$ cat config.mk
export PLATFORM = sky130hd
export DESIGN_NAME = fwd_unit_n
export DESIGN_NICKNAME = d
export VERILOG_FILES = /design/src/rtl/fwd_unit_n.sv
export SDC_FILE = /design/constraint.sdc
export NUM_CORES = 1
export LEC_CHECK = 0
export ABC_AREA = 1
export CAP_MARGIN = 20
export CORE_UTILIZATION = 45
export DETAILED_ROUTE_END_ITERATION = 7
export PLACE_DENSITY = 0.86
export SYNTH_ARGS = -nofsm -noshare
export SYNTH_HDL_FRONTEND = slang
export SYNTH_SLANG_ARGS = --single-unit
export TNS_END_PERCENT = 1
$ cat constraint.sdc
create_clock -name clk -period 3.1 [get_ports clk]
set_clock_uncertainty 0.15 [all_clocks]
set_input_delay 0.62 -clock clk [delete_from_list [all_inputs] [get_ports clk]]
set_output_delay 0.62 -clock clk [all_outputs]
set_load 0.02 [all_outputs]
$ cat src/rtl/fwd_unit_n.sv
// Operand forwarding for the ID stage: youngest-producer priority, dependency stall request, registered EX-stage outputs.
// Optional stall-cycle counter enabled by defining FWD_STALL_CNT_EN.
`ifndef StallBus
`define StallBus 5:0
`endif
`ifndef Stop
`define Stop 1'b1
`endif
`ifndef NoStop
`define NoStop 1'b0
`endif

module fwd_unit_n #(
  parameter int NUM_RD  = 2,
  parameter int NUM_SRC = 3,
  parameter int DW      = 32,
  parameter int AW      = 5
) (
  input  logic                   clk,
  input  logic                   rst,
  input  logic                   flush,
  input  logic [`StallBus]       stall,
  input  logic [NUM_RD-1:0]      rd_en,
  input  logic [NUM_RD*AW-1:0]   rd_addr,
  input  logic [NUM_SRC-1:0]     src_we,
  input  logic [NUM_SRC*AW-1:0]  src_waddr,
  input  logic [NUM_SRC*DW-1:0]  src_wdata,
  input  logic [NUM_SRC-1:0]     src_ready,
  output logic [NUM_RD-1:0]      fwd_sel_r,
  output logic [NUM_RD*DW-1:0]   fwd_data_r,
  output logic                   stall_req,
  output logic [31:0]            stall_cnt
);

  logic [NUM_RD-1:0]    sel;
  logic [NUM_RD*DW-1:0] data;
  logic [NUM_RD-1:0]    pend;
  logic                 bubble;
  logic                 capture;
  logic                 unused_stall;

  assign unused_stall = ^{stall[5:4], stall[1:0]};

  // Scan oldest to youngest so the youngest matching producer overwrites the rest.
  always_comb begin
    sel  = '0;
    data = '0;
    pend = '0;
    for (int i = 0; i < NUM_RD; i++) begin
      for (int j = NUM_SRC - 1; j >= 0; j--) begin
        if (rd_en[i] && src_we[j] &&
            (src_waddr[j*AW +: AW] == rd_addr[i*AW +: AW]) &&
            (rd_addr[i*AW +: AW] != '0)) begin
          sel[i]            = 1'b1;
          data[i*DW +: DW]  = src_wdata[j*DW +: DW];
          pend[i]           = ~src_ready[j];
        end
      end
    end
  end

  assign stall_req = |pend;
  assign bubble    = (stall[2] == `Stop) && (stall[3] == `NoStop);
  assign capture   = (stall[2] == `NoStop);

  always_ff @(posedge clk) begin
    if (!rst) begin
      fwd_sel_r  <= '0;
      fwd_data_r <= '0;
    end else if (flush || bubble) begin
      fwd_sel_r  <= '0;
      fwd_data_r <= '0;
    end else if (capture) begin
      fwd_sel_r  <= sel;
      fwd_data_r <= data;
    end
  end

`ifdef FWD_STALL_CNT_EN
  // Saturating count of cycles lost to unready producers.
  always_ff @(posedge clk) begin
    if (!rst) begin
      stall_cnt <= '0;
    end else if (stall_req && !flush && (stall_cnt != 32'hFFFF_FFFF)) begin
      stall_cnt <= stall_cnt + 32'd1;
    end
  end
`else
  assign stall_cnt = '0;
`endif

endmodule

Yosys cells after proc, flatten, opt, wreduce, memory -nomap -nowiden
Index checks and enable logic that the tools add are counted.

storage, ports and cells
  bits in read-only memories = 0
  memory bits (writable) = 0
  memories kept = 0
  register bits after elaboration = 66
  bits in latches = 0

operators by class
  reductions and logical operators = 24
  multiplexer cells = 18
  bitwise logic cells = 5
  shift-type cells = 0
  $lt $le $gt $ge = 0
  divide/modulo/power cells = 0
  $mul = 0
  eq/ne operators = 6
  add/sub/neg operators = 0

operators by type and width
  kind                 number
  32-bit 2-to-1 mux    6
  5-bit equality test  6
  1-bit logical AND    19
  1-bit 2-to-1 mux     12
  5-bit nonzero test   2
  1-bit inverter       5
  2-bit OR reduction   2
  1-bit logical OR     1

Depth between registers and ports, before layout
Gate-level depths: netlist of run 1.

  depth in word-level cells = 7
  mapped depth = 11
  mapped depth without buffers = 10

Worst setup path before layout of run 1
No wires, ideal clock.

  path type = input to output
  start = input src_waddr[8]
  end = output stall_req
  stages on the path = 11
  required time = 2,330 ps
  arrival = 1,661 ps
  setup slack = 669 ps
  cells stage by stage = inv_1 nand2_1 o21ai_1 nor2_1 nand2_1 nor2_4 buf_4 nand2_1 a21oi_1 nor2_1 nand2_1

on the way
  longest elaborated chain between the ends = 6
  elaborated cells between the ends (all ways) = 11

RTL lines
  item                           RTL line  source
  start, declared                26        input logic [NUM_SRC*AW-1:0] src_waddr,
  5-bit equality test            52        (src_waddr[j*AW +: AW] == rd_addr[i*AW +: AW]) &&
  1-bit logical AND              51        if (rd_en[i] && src_we[j] &&
  1-bit logical AND              52
  1-bit 2-to-1 mux (2 in a row)  51
  2-bit OR reduction (*)         62        assign stall_req = |pend;
  end, declared                  31        output logic stall_req,

Every way passes the cells marked *; elsewhere a longest branch is shown, timed or not.

Final worst setup path of run 1
  start = input rd_addr[4]
  end = output stall_req

on the way
  longest elaborated chain between the ends = 7
  elaborated cells between the ends (all ways) = 14

RTL lines
  item                           RTL line  source
  start, declared                24        input logic [NUM_RD*AW-1:0] rd_addr,
  5-bit equality test            52
  1-bit logical AND              51
  1-bit logical AND              52
  1-bit 2-to-1 mux (2 in a row)  51
  1-bit 2-to-1 mux (*)           51
  2-bit OR reduction (*)         62

Marked as above.

==> results.md, run 1 <==
- Outcome: complete, no violations
- Most used cell, CP: nand2_1
- Yosys cell types: 24
- Internal power: between 1500 and 2000 µW
- Post-CTS Setup Bufs: 0
- Worst path slowest cell: clkdlybuf4s50_1
- Synth warn: 0
- Worst slew pin tran: 0.505 ns
- Critical path class: input port to output port
- Util after Layout: about two thirds
- Total GRT Usage: between 30% and 40%
- DRT Pass-1 Iters: 6
- Antenna diode count: 0
- Clock-pin slew on the worst setup and hold paths: approximately 0.060 ns
- Gpl congestion: between 0.9 and 1
- Largest net degree at the start of global routing: ~130
- Vias per cell: slightly above 5
- Post-synth ARST share: 0%
- TritonCTS clock tree: yes
- Htree depth: 3
- Combinational group share of total power: about a quarter
- Slew margin rel.: between 60 and 70%
- CP Data Required Time: around 2.3 ns
- Crit path max fanout: 5
- Gate count after technology mapping: around 940
- DP Cell Count: ~1.3k
- Post-Route WL: about 18,000 µm
- Routed vias: approximately 6.5k
- CP endpoint kind: output port
- Crit-path max cell delay: between 0.5 and 0.6 ns
- Clock Path Buffers: 2
- Final setup TNS: 0 ns
- Height of the die: about 110 µm
- Die ar.: around 12,000 µm²
- GRT overflow: 0
- Placement Setup Slack: -0.359 ns
- Total CTS buffers: 9
- Post-synthesis sequential area ratio: between 20% and 30%
- Synthesized cell area: 5280 µm²
- Vias in the first global route: around 5.7k
- Max-Cap Viols: 0
- Fmax: 336 MHz
- Period utilisation layout: a little over nine tenths
- CP cell instances: clkdlybuf4s50_1 -> inv_2 -> nand2_1 -> o21ai_1 -> nor2_1 -> nand2_1 -> nor2_4 -> nand2_1 -> a21oi_1 -> nor2_1 -> nand2_1 -> buf_2
- Top FF cell, synth: dfxtp_1
- Initial core utilization: between 40 and 50%
- Die width: ~110 µm
- Post-route ant nets: 0
- Sw Ratio: between 20% and 30%
- Routed len/inst: 14.3 µm
- Final setup fails: 0
- RSZ-0062 raised after global routing: false
- Yosys reg bits: between 60 and 70
- Area grow syn2layout: 45.6%
- Area of the multi-input gates: 2960 µm²
- Clock period minus worst slack: 2.97 ns
- Tot Pwr: roughly 2600 µW
- Sequential share of power: between 30% and 40%
- Net switching power: roughly 740 µW
- Total Nets Final: between 1k and 1.5k
- Row count: 39
- Clk pwr share: between 40% and 50%
- Root buffer cell: clkbuf_16
- Cell area power density: 341 nW/µm²
- Sequential cell area: 1320 µm²
- Post-route non-filler standard cell count: about 1.3k
- EDFF count, synth: 0
- Fillers: between 1k and 1.5k
- Hold-fix buffers, CTS: 0
- Hpwl dp: between 10,000 and 15,000 µm
- Clk sinks: 66
- Mean Syn Cell Area: about 5.6 µm²
- Drt first-iter violations: roughly 640
- Hold/Removal Path Class: flip-flop to flip-flop
- First-pass GRT wire length: roughly 28,000 µm
- Slew Viols, Final: 0
- Core area: 11,400 µm²
- Startpoint class of the critical path: input port
- Worst-skew pair later-pin latency: roughly 0.34 ns
- Leakage power: roughly 0.0037 µW
- Initial antenna violation count: 0
- VDD IR-drop max: around 0.55 mV
- Final WS setup: 0.126 ns
- Layout cells sized above 1: a little over 7%
- Final Hold Fails: 0
- Critical path data arrival time: roughly 2.2 ns
- Buffers on Ports: 200
- # IOs: between 200 and 250
- # DRC: 0
synth_stat cells (7+ instances only):
master	instances	area, µm²
a21oi_1	36	180
buf_2	30	150
buf_4	36	270
clkbuf_1	16	60.1
dfxtp_1	66	1320
inv_1	146	548
inv_2	14	52.6
nand2_1	181	679
nand3_1	197	986
nor2_1	116	435
nor2_2	7	43.8
o21ai_0	64	320
o21ai_1	10	50.1
routing by layer:
metal,track usage (%),routed length [µm],vias up
met1,38.6,7690,2852
met2,48.7,8430,320
met3,7.23,1680,38
met4,11.6,431,0
met5,0,0,-
li1,-,-,3259
power groups by stage:
stage | registers, µW | logic (µW) | clock network [µW]
6_report | 884 | 618 | 1120
5_1_grt | 886 | 674 | 1170
4_1_cts | 883 | 615 | 1130
3_5_place_dp | 902 | 613 | 0
3_3_place_gp | 901 | 608 | 0
2_1_floorplan | 928 | 291 | 0
cell type report:
type	count	share of cell area [%]
Tap cell	143	2.33
Clock buffer	11	3.16
Multi-Input combinational cell	656	38.5
Inverter	160	7.84
Clock inverter	5	1.01
Sequential cell	66	17.2
Timing Repair Buffer	234	29.9
timing repair:
action,in CTS,in global routing
gates resized for setup,6,6
endpoints found under the setup margin,1,1
endpoints found under the hold margin,0,0
pin swaps,0,1
flip-flops by register name, summed over array words and instances, names as in the netlist:
| register | count |
|---|---|
| fwd_data_r | 64 |
| fwd_sel_r | 2 |
kinds of logic after synthesis:
group | Yosys count | share of synthesized area, %
AND/OR/NAND/NOR | 511 | 42.7
buffers and inverters | 248 | 21.3
AO/OA/AOI/OAI | 112 | 10.7
flip-flops | 66 | 25.0
XOR/XNOR | 1 | 0.166
other | 1 | 0.0711
cells in the final DEF (no fill, tap or decap), types with 5 or more instances in the layout:
| master | netlist | layout |
|---|---|---|
| inv_2 | 14 | 13 |
| a21oi_1 | 36 | 36 |
| o21ai_0 | 64 | 64 |
| clkdlybuf4s50_1 | 0 | 193 |
| dfxtp_1 | 66 | 66 |
| o21ai_1 | 10 | 10 |
| nor2_1 | 116 | 114 |
| conb_1 | 1 | 32 |
| nand3_1 | 197 | 197 |
| buf_4 | 36 | 31 |
| clkbuf_16 | 0 | 9 |
| inv_1 | 146 | 146 |
| nor2_2 | 7 | 7 |
| nand2_1 | 181 | 181 |
| nor2_4 | 3 | 5 |
metrics by stage:
stage | hold WS, ns | instance area [µm²]
final | 0.358 | 7680
after global routing | 0.385 | 7680
after CTS | 0.358 | 7670
after detailed placement | 0.345 | 7350
after global placement | 0.340 | 7350
after floorplan | 0.424 | 5390
worst max-delay path: cells and delay by family:
family,cells,cell delay (ns)
AOI/OAI and AO/OA,2,0.18
buffers and inverters,3,0.81
and+or+nand+nor,7,0.61
worst paths after layout:
| path | start | endpoint | slack [ns] | cells past startpoint |
|---|---|---|---|---|
| hold reg to reg | fwd_data_r[58] | fwd_data_r[58] | 0.36 | 2 |
| setup reg to reg | fwd_data_r[32] | fwd_data_r[32] | 2.15 | 4 |
| setup / recovery | rd_addr[4] | stall_req | 0.13 | 12 |
| hold / removal | fwd_data_r[58] | fwd_data_r[58] | 0.36 | 2 |
Note: power is estimated with default switching activity, not from simulation.
==> run 2: changes to the inputs <==
--- a/config.mk
+++ b/config.mk
@@ -9,6 +9,7 @@
 export CAP_MARGIN = 20
 export CORE_UTILIZATION = 45
 export DETAILED_ROUTE_END_ITERATION = 7
+export HOLD_SLACK_MARGIN = 0.05
 export PLACE_DENSITY = 0.86
 export SYNTH_ARGS = -nofsm -noshare
 export SYNTH_HDL_FRONTEND = slang
==> constraint.sdc (replaced) <==
create_clock -name clk -period 3.1 [get_ports clk]
set_clock_uncertainty 0.15 [all_clocks]
set_input_delay 0.62 -clock clk [delete_from_list [all_inputs] [get_ports clk]]
set_output_delay 0.62 -clock clk [all_outputs]
set_load 0.1 [all_outputs]
==> results.md, run 2 (synthesis results as in run 1) <==
- CP endpoint kind: output port
- Total Nets Final: 1,250 (-1.2%)
- Fmax: 335 MHz (-0.24%)
- Leakage power: 0.00384 µW (+2.7%)
- Critical path data arrival time: 2.21 ns (about the same)
- Top Family by Delay on Critical Path: buffers and inverters
- Worst path slowest cell: clkdlybuf4s50_1
- Period utilisation layout: 96.2% (+0.23 points)
- Register-to-register path setup slack: 2.16 ns (about the same)
- Vias in the first global route: 5,656 (-0.55%)
- Core area: 11,400 µm² (unchanged)
- Post-CTS Setup Bufs: 0 (unchanged)
- Combinational group share of total power: 30.2% (+6.6 points)
- Outcome: finished with violations
- Area of the multi-input gates: 2970 µm² (+0.42%)
- Crit path buf inv count: 3 (unchanged)
- Initial core utilization: 46.2% (unchanged)
- Final setup fails: 0 (unchanged)
- Met3 usage: 5.41% (-1.8 points)
- Die ar.: 12,200 µm² (unchanged)
- Gpl congestion: 0.902 (-1.7%)
- Sw Ratio: 36.1% (+7.8 points)
- Final Hold Fails: 0 (unchanged)
- Slew margin rel.: 65.8% (-0.53 points)
- Root buffer cell: clkbuf_16
- Clock-pin slew on the worst setup and hold paths: 0.06 ns (about the same)
- Regs by FF count: fwd_data_r x64, fwd_sel_r x2
- # IOs: 237 (unchanged)
- Initial antenna violation count: 0 (unchanged)
- Post-route non-filler standard cell count: 1,260 (-1.2%)
- Sequential share of power: 30.6% (-3.1 points)
- DP Cell Count: 1,244 (-1.2%)
- Hpwl dp: 12,100 µm (-2.5%)
- Die width: 110 µm (unchanged)
- Post-route ant nets: 0 (unchanged)
- Clock period minus worst slack: 2.98 ns (+0.00706 ns)
- GR peak layer: met2
- Slew Viols, Final: 0 (unchanged)
- Hold/Removal Path Class: flip-flop to flip-flop
- Area grow syn2layout: 41.0%
- Commonest non-fill, non-tap cell in the layout: nand3_1
- Drt first-iter violations: 563 (-12%)
- Buffers on Ports: 200 (unchanged)
- # DRC: 3 (+3)
- Worst-skew pair later-pin latency: 0.33 ns (about the same)
- CP Data Required Time: 2.33 ns (about the same)
- Most used cell, CP: nand2_1
- Critical path class: input port to output port
- Sequential cell area: 1320 µm² (unchanged)
- Met1 usage: 38.0% (-0.61 points)
- Total CTS buffers: 9 (unchanged)
- Failing checks: design-rule violations
- Crit-path max cell delay: 0.49 ns (-0.06 ns)
- TritonCTS clock tree: yes
- Post-Route WL: 18,200 µm (-0.37%)
- Routed vias: 6,441 (-0.43%)
- Commonest non-fill, non-tap cells in the layout: nand3_1 (197), nand2_1 (179), inv_1 (146), clkdlybuf4s50_1 (123), nor2_1 (115)
- M2 GR Usage: 47.1% (-1.6 points)
- Clk pwr share: 39.2% (-3.5 points)
- GRT overflow: 0 (unchanged)
- Crit path max fanout: 3 (-2)
- Final setup TNS: 0 ns (unchanged)
- RSZ-0062 raised after global routing: false
- Clock Path Buffers: 2 (unchanged)
- Row count: 39 (unchanged)
- CP cell instances: clkdlybuf4s50_1 -> inv_1 -> nand2_1 -> o21ai_1 -> nor2_1 -> nand2_1 -> nor2_4 -> nand2_1 -> a21oi_1 -> nor2_1 -> nand2_2 -> buf_12
- Worst slew pin tran: 0.513 ns (+0.00802 ns)
- First-pass GRT wire length: 27,400 µm (-2.6%)
- Largest Register: fwd_data_r
- Cell area power density: 388 nW/µm² (+14%)
- Total GRT Usage: 29.3% (-0.86 points)
- Height of the die: 110 µm (unchanged)
- Post-Place Cell Area: 7070 µm² (-3.8%)
- Antenna diode count: 0 (unchanged)
- Routed len/inst: 14.4 µm (+0.81%)
- DRT Pass-1 Iters: 8 (+2)
- Internal power: 1840 µW (-1.7%)
- Vias per cell: 5.11 (+0.75%)
- Clk sinks: 66 (unchanged)
- VDD IR-drop max: 0.309 mV (-44%)
- Largest net degree at the start of global routing: 129 (unchanged)
- Net switching power: 1040 µW (+41%)
- Fillers: 1,101 (+2.4%)
- Max reg flops: 64 (unchanged)
- Htree depth: 3 (unchanged)
- Worst hold margin: 0.362 ns (+0.00387 ns)
- Final instance area: 7440 µm² (-3.2%)
- Startpoint class of the critical path: input port
- Max-Cap Viols: 0 (unchanged)
- Layout cells sized above 1: 12.0% (+4.8 points)
## run 2: cell count changes in the layout (fill, tap and decap cells not counted), sizes merged
cell           before  now
buf                35   86
clkbuf             11    9
clkdlybuf4s50     193  123
clkinvlp            1    2
dlygate4sd2         2    1
dlymetal6s2s        4    9
inv               159  160
## run 2: worst reg2reg max path, delay by kind of cell, from the launching register on
family             cells  cell delay, ns
AOI/OAI and AO/OA      1            0.13
DFF                    1            0.39
and+or+nand+nor        3            0.20
## run 2: what timing repair did
action                     4_1_cts  5_1_grt
gates resized for setup          2       13
setup endpoints to repair        1        1
pin swaps                        0        1
hold buffers                     0        0
## run 2: final timing paths
check	start	to	cells after the start
worst max-delay path	src_waddr[8]	stall_req	12
worst min-delay path	fwd_data_r[59]	fwd_data_r[59]	2
worst max register to register	fwd_data_r[32]	fwd_data_r[32]	4
worst min register to register	fwd_data_r[59]	fwd_data_r[59]	2
## run 2: metal layers
layer | share of wire (%) | wire [µm] | vias to the layer above
li1 | - | - | 3225
met3 | 9.4 | 1700 | 37
met1 | 42 | 7680 | 2841
met5 | 0 | 0 | -
met2 | 46 | 8400 | 338
met4 | 2.1 | 386 | 0
## run 2: final cells by class
cell class                      count  share of cell area, %
Multi-Input combinational cell    656                   40.0
Tap cell                          143                   2.41
Clock inverter                      7                   1.36
Sequential cell                    66                   17.8
Inverter                          160                   8.09
Timing Repair Buffer              219                   27.4
Clock buffer                        9                   3.03
## run 2: through the flow
step                      worst slack (ns)  total power, µW  utilization (%)
final                                0.119             2890             65.1
after global routing                0.0129             3000             65.1
after CTS                           0.0410             2890             64.8
after detailed placement           -0.0230             1770             61.9
after global placement              0.0252             1760             61.9
after floorplan                      0.174             1490                -
## run 2: power by group through the flow
stage | Sequential, µW | Combinational [µW] | Clock, µW
after global routing | 885 | 928 | 1180
final | 883 | 874 | 1130
after CTS | 883 | 867 | 1140
after detailed placement | 902 | 864 | 0
after floorplan | 1060 | 428 | 0
after global placement | 901 | 861 | 0
==> run 3: changes to the inputs <==
--- a/config.mk
+++ b/config.mk
@@ -7,10 +7,10 @@
 export LEC_CHECK = 0
 export ABC_AREA = 1
 export CAP_MARGIN = 20
-export CORE_UTILIZATION = 45
+export CORE_UTILIZATION = 43
 export DETAILED_ROUTE_END_ITERATION = 7
 export HOLD_SLACK_MARGIN = 0.05
-export PLACE_DENSITY = 0.86
+export PLACE_DENSITY = 0.82
 export SYNTH_ARGS = -nofsm -noshare
 export SYNTH_HDL_FRONTEND = slang
 export SYNTH_SLANG_ARGS = --single-unit
==> constraint.sdc (replaced) <==
create_clock -name clk -period 3.4 [get_ports clk]
set_clock_uncertainty 0.15 [all_clocks]
set_input_delay 0.68 -clock clk [delete_from_list [all_inputs] [get_ports clk]]
set_output_delay 0.68 -clock clk [all_outputs]
set_load 0.1 [all_outputs]
==> results.md, run 3 (synthesis results as in run 1) <==
- Clock period minus worst slack: around 3.3 ns
- First-pass GRT wire length: 28,300 µm (+3.2%)
- Fillers: 1,161 (+5.4%)
- Top Family by Delay on Critical Path: buffers and inverters
- Area grow syn2layout: 40.6%
- Drt first-iter violations: 485 (-14%)
- Row count: 40 (+2.6%)
- Combinational group share of total power: 30.6% (+0.4 points)
- Post-route ant nets: 0 (unchanged)
- Commonest non-fill, non-tap cells in the layout: nand3_1 (196), nand2_1 (181), inv_1 (146), clkdlybuf4s50_1 (130), nor2_1 (114)
- Total GRT Usage: 27.8% (-1.5 points)
- Post-CTS Setup Bufs: 0 (unchanged)
- Final WS setup: 0.144 ns (+0.0245 ns)
- Largest net degree at the start of global routing: 129 (unchanged)
- Final setup TNS: 0 ns (unchanged)
- Period utilisation layout: a little over nine tenths
- Routed vias: 6,324 (-1.8%)
- Cell area power density: 351 nW/µm² (-9.6%)
- Crit-path max cell delay: 0.48 ns (about the same)
- Sw Ratio: 35.5% (-0.59 points)
- # IOs: 237 (unchanged)
- VDD IR-drop max: 0.209 mV (-32%)
- Post-Route WL: 17,500 µm (-3.9%)
- # DRC: 0 (-3)
- Leakage power: 0.00377 µW (-1.7%)
- Post-cts sizing count: 0 (-2)
- CP Data Required Time: 2.57 ns (+0.24 ns)
- GRT overflow: 0 (unchanged)
- Commonest non-fill, non-tap cell in the layout: nand3_1
- Outcome: complete, no violations
- Net switching power: 925 µW (-11%)
- Htree depth: 3 (unchanged)
- Area of the multi-input gates: 2980 µm² (+0.21%)
- Placement Setup Slack: 0.0749 ns (+0.0979 ns)
- Hold-fix buffers, CTS: 0 (unchanged)
- Worst-skew pair later-pin latency: 0.33 ns (about the same)
- Gpl congestion: 0.906 (+0.44%)
- Core area: 12,000 µm² (+4.8%)
- Total Nets Final: 1,250 (unchanged)
- Root buffer cell: clkbuf_16
- Final Hold Fails: 0 (unchanged)
- Critical path data arrival time: 2.43 ns (+0.22 ns)
- Die ar.: 12,700 µm² (+4.6%)
- TritonCTS clock tree: yes
- Sequential share of power: 30.9% (+0.3 points)
- Vias in the first global route: 5,772 (+2.1%)
- Antenna diode count: 0 (unchanged)
- Max reg flops: 64 (unchanged)
- Total CTS buffers: 9 (unchanged)
- Critical path class: input port to output port
- Regs by FF count: fwd_data_r x64, fwd_sel_r x2
- Initial antenna violation count: 0 (unchanged)
- Util after Layout: 62.0% (-3.1 points)
- Most used cell, CP: nand2_1
- Height of the die: 113 µm (+2.3%)
- Hpwl dp: 12,100 µm (-0.19%)
- CP cell instances: clkdlybuf4s50_1 -> inv_2 -> nand2_1 -> nor2_4 -> nor2_1 -> nand3_2 -> nand2_1 -> o21ai_1 -> nand2_1 -> nand2_1 -> buf_12
- Fmax: about 310 MHz
- Hold/Removal Path Class: flip-flop to flip-flop
- DRT Pass-1 Iters: 5 (-3)
- Clock Path Buffers: 2 (unchanged)
- Clk pwr share: 38.5% (-0.7 points)
- Worst path slowest cell: clkdlybuf4s50_1
- Clock-pin slew on the worst setup and hold paths: 0.06 ns (about the same)
- Max-Cap Viols: 0 (unchanged)
- Tot Pwr: 2600 µW (-9.8%)
- Clk sinks: 66 (unchanged)
- Final setup fails: 0 (unchanged)
- Largest Register: fwd_data_r
- Sequential cell area: 1320 µm² (unchanged)
- Layout cells sized above 1: 11.8% (-0.18 points)
- Vias per cell: 5.00 (-2.1%)
- Internal power: 1680 µW (-9.0%)
- Crit path max fanout: 6 (+3)
- Die width: 113 µm (+2.3%)
- Initial core utilization: 44.1% (-2.1 points)
- Slew Viols, Final: 0 (unchanged)
- CP endpoint kind: output port
- Startpoint class of the critical path: input port
- Buffers on Ports: 200 (unchanged)
- Routed len/inst: 13.8 µm (-4.2%)
- Crit path buf inv count: 3 (unchanged)
- RSZ-0062 raised after global routing: false
## run 3: area by class of cell
class / instances / area share [%]
clock buffers: 11 / 3.14
repair buffers: 219 / 27.3
flip-flops and latches: 66 / 17.8
inverters: 160 / 8.11
well taps: 147 / 2.48
clock inverters: 5 / 1.06
multi-input cells: 656 / 40.1
## run 3: power groups by stage
| stage | registers (µW) | logic (µW) | clock network [µW] |
|---|---|---|---|
| floorplan | 970 | 391 | 0 |
| global placement | 821 | 786 | 0 |
| detailed placement | 822 | 790 | 0 |
| CTS | 805 | 792 | 1020 |
| global route | 807 | 849 | 1060 |
| finish | 805 | 798 | 1000 |
## run 3: worst paths after layout
check	start	end	slack, ns	cells after the start
worst max register to register	fwd_data_r[32]	fwd_data_r[32]	2.51	4
worst min register to register	fwd_data_r[18]	fwd_data_r[18]	0.36	2
worst min-delay path	fwd_data_r[18]	fwd_data_r[18]	0.36	2
worst max-delay path	rd_addr[9]	stall_req	0.14	11
## run 3: worst register-to-register path, cell delays in order (launching register included)
cell	delay, ns
dfxtp_1	0.34
nand2_1	0.07
nand2_1	0.09
nand2_1	0.05
a21oi_1	0.12
## run 3: routing by layer
layer | track usage [%] | up-vias | part of all wire (%)
met4 | 11.1 | 0 | 2.3
li1 | - | 3223 | -
met3 | 5.30 | 32 | 7.4
met1 | 36.1 | 2776 | 44
met5 | 0 | - | 0
met2 | 45.2 | 293 | 47
## run 3: through the flow
| stage | hold slack [ns] | area (µm²) | instances |
|---|---|---|---|
| 3_3_place_gp | 0.344 | 7080 | 1248 |
| 3_5_place_dp | 0.351 | 7080 | 1248 |
| 6_report | 0.361 | 7420 | 1264 |
| 5_1_grt | 0.383 | 7420 | 1264 |
| 4_1_cts | 0.364 | 7390 | 1264 |
| 2_1_floorplan | 0.691 | 5390 | 970 |
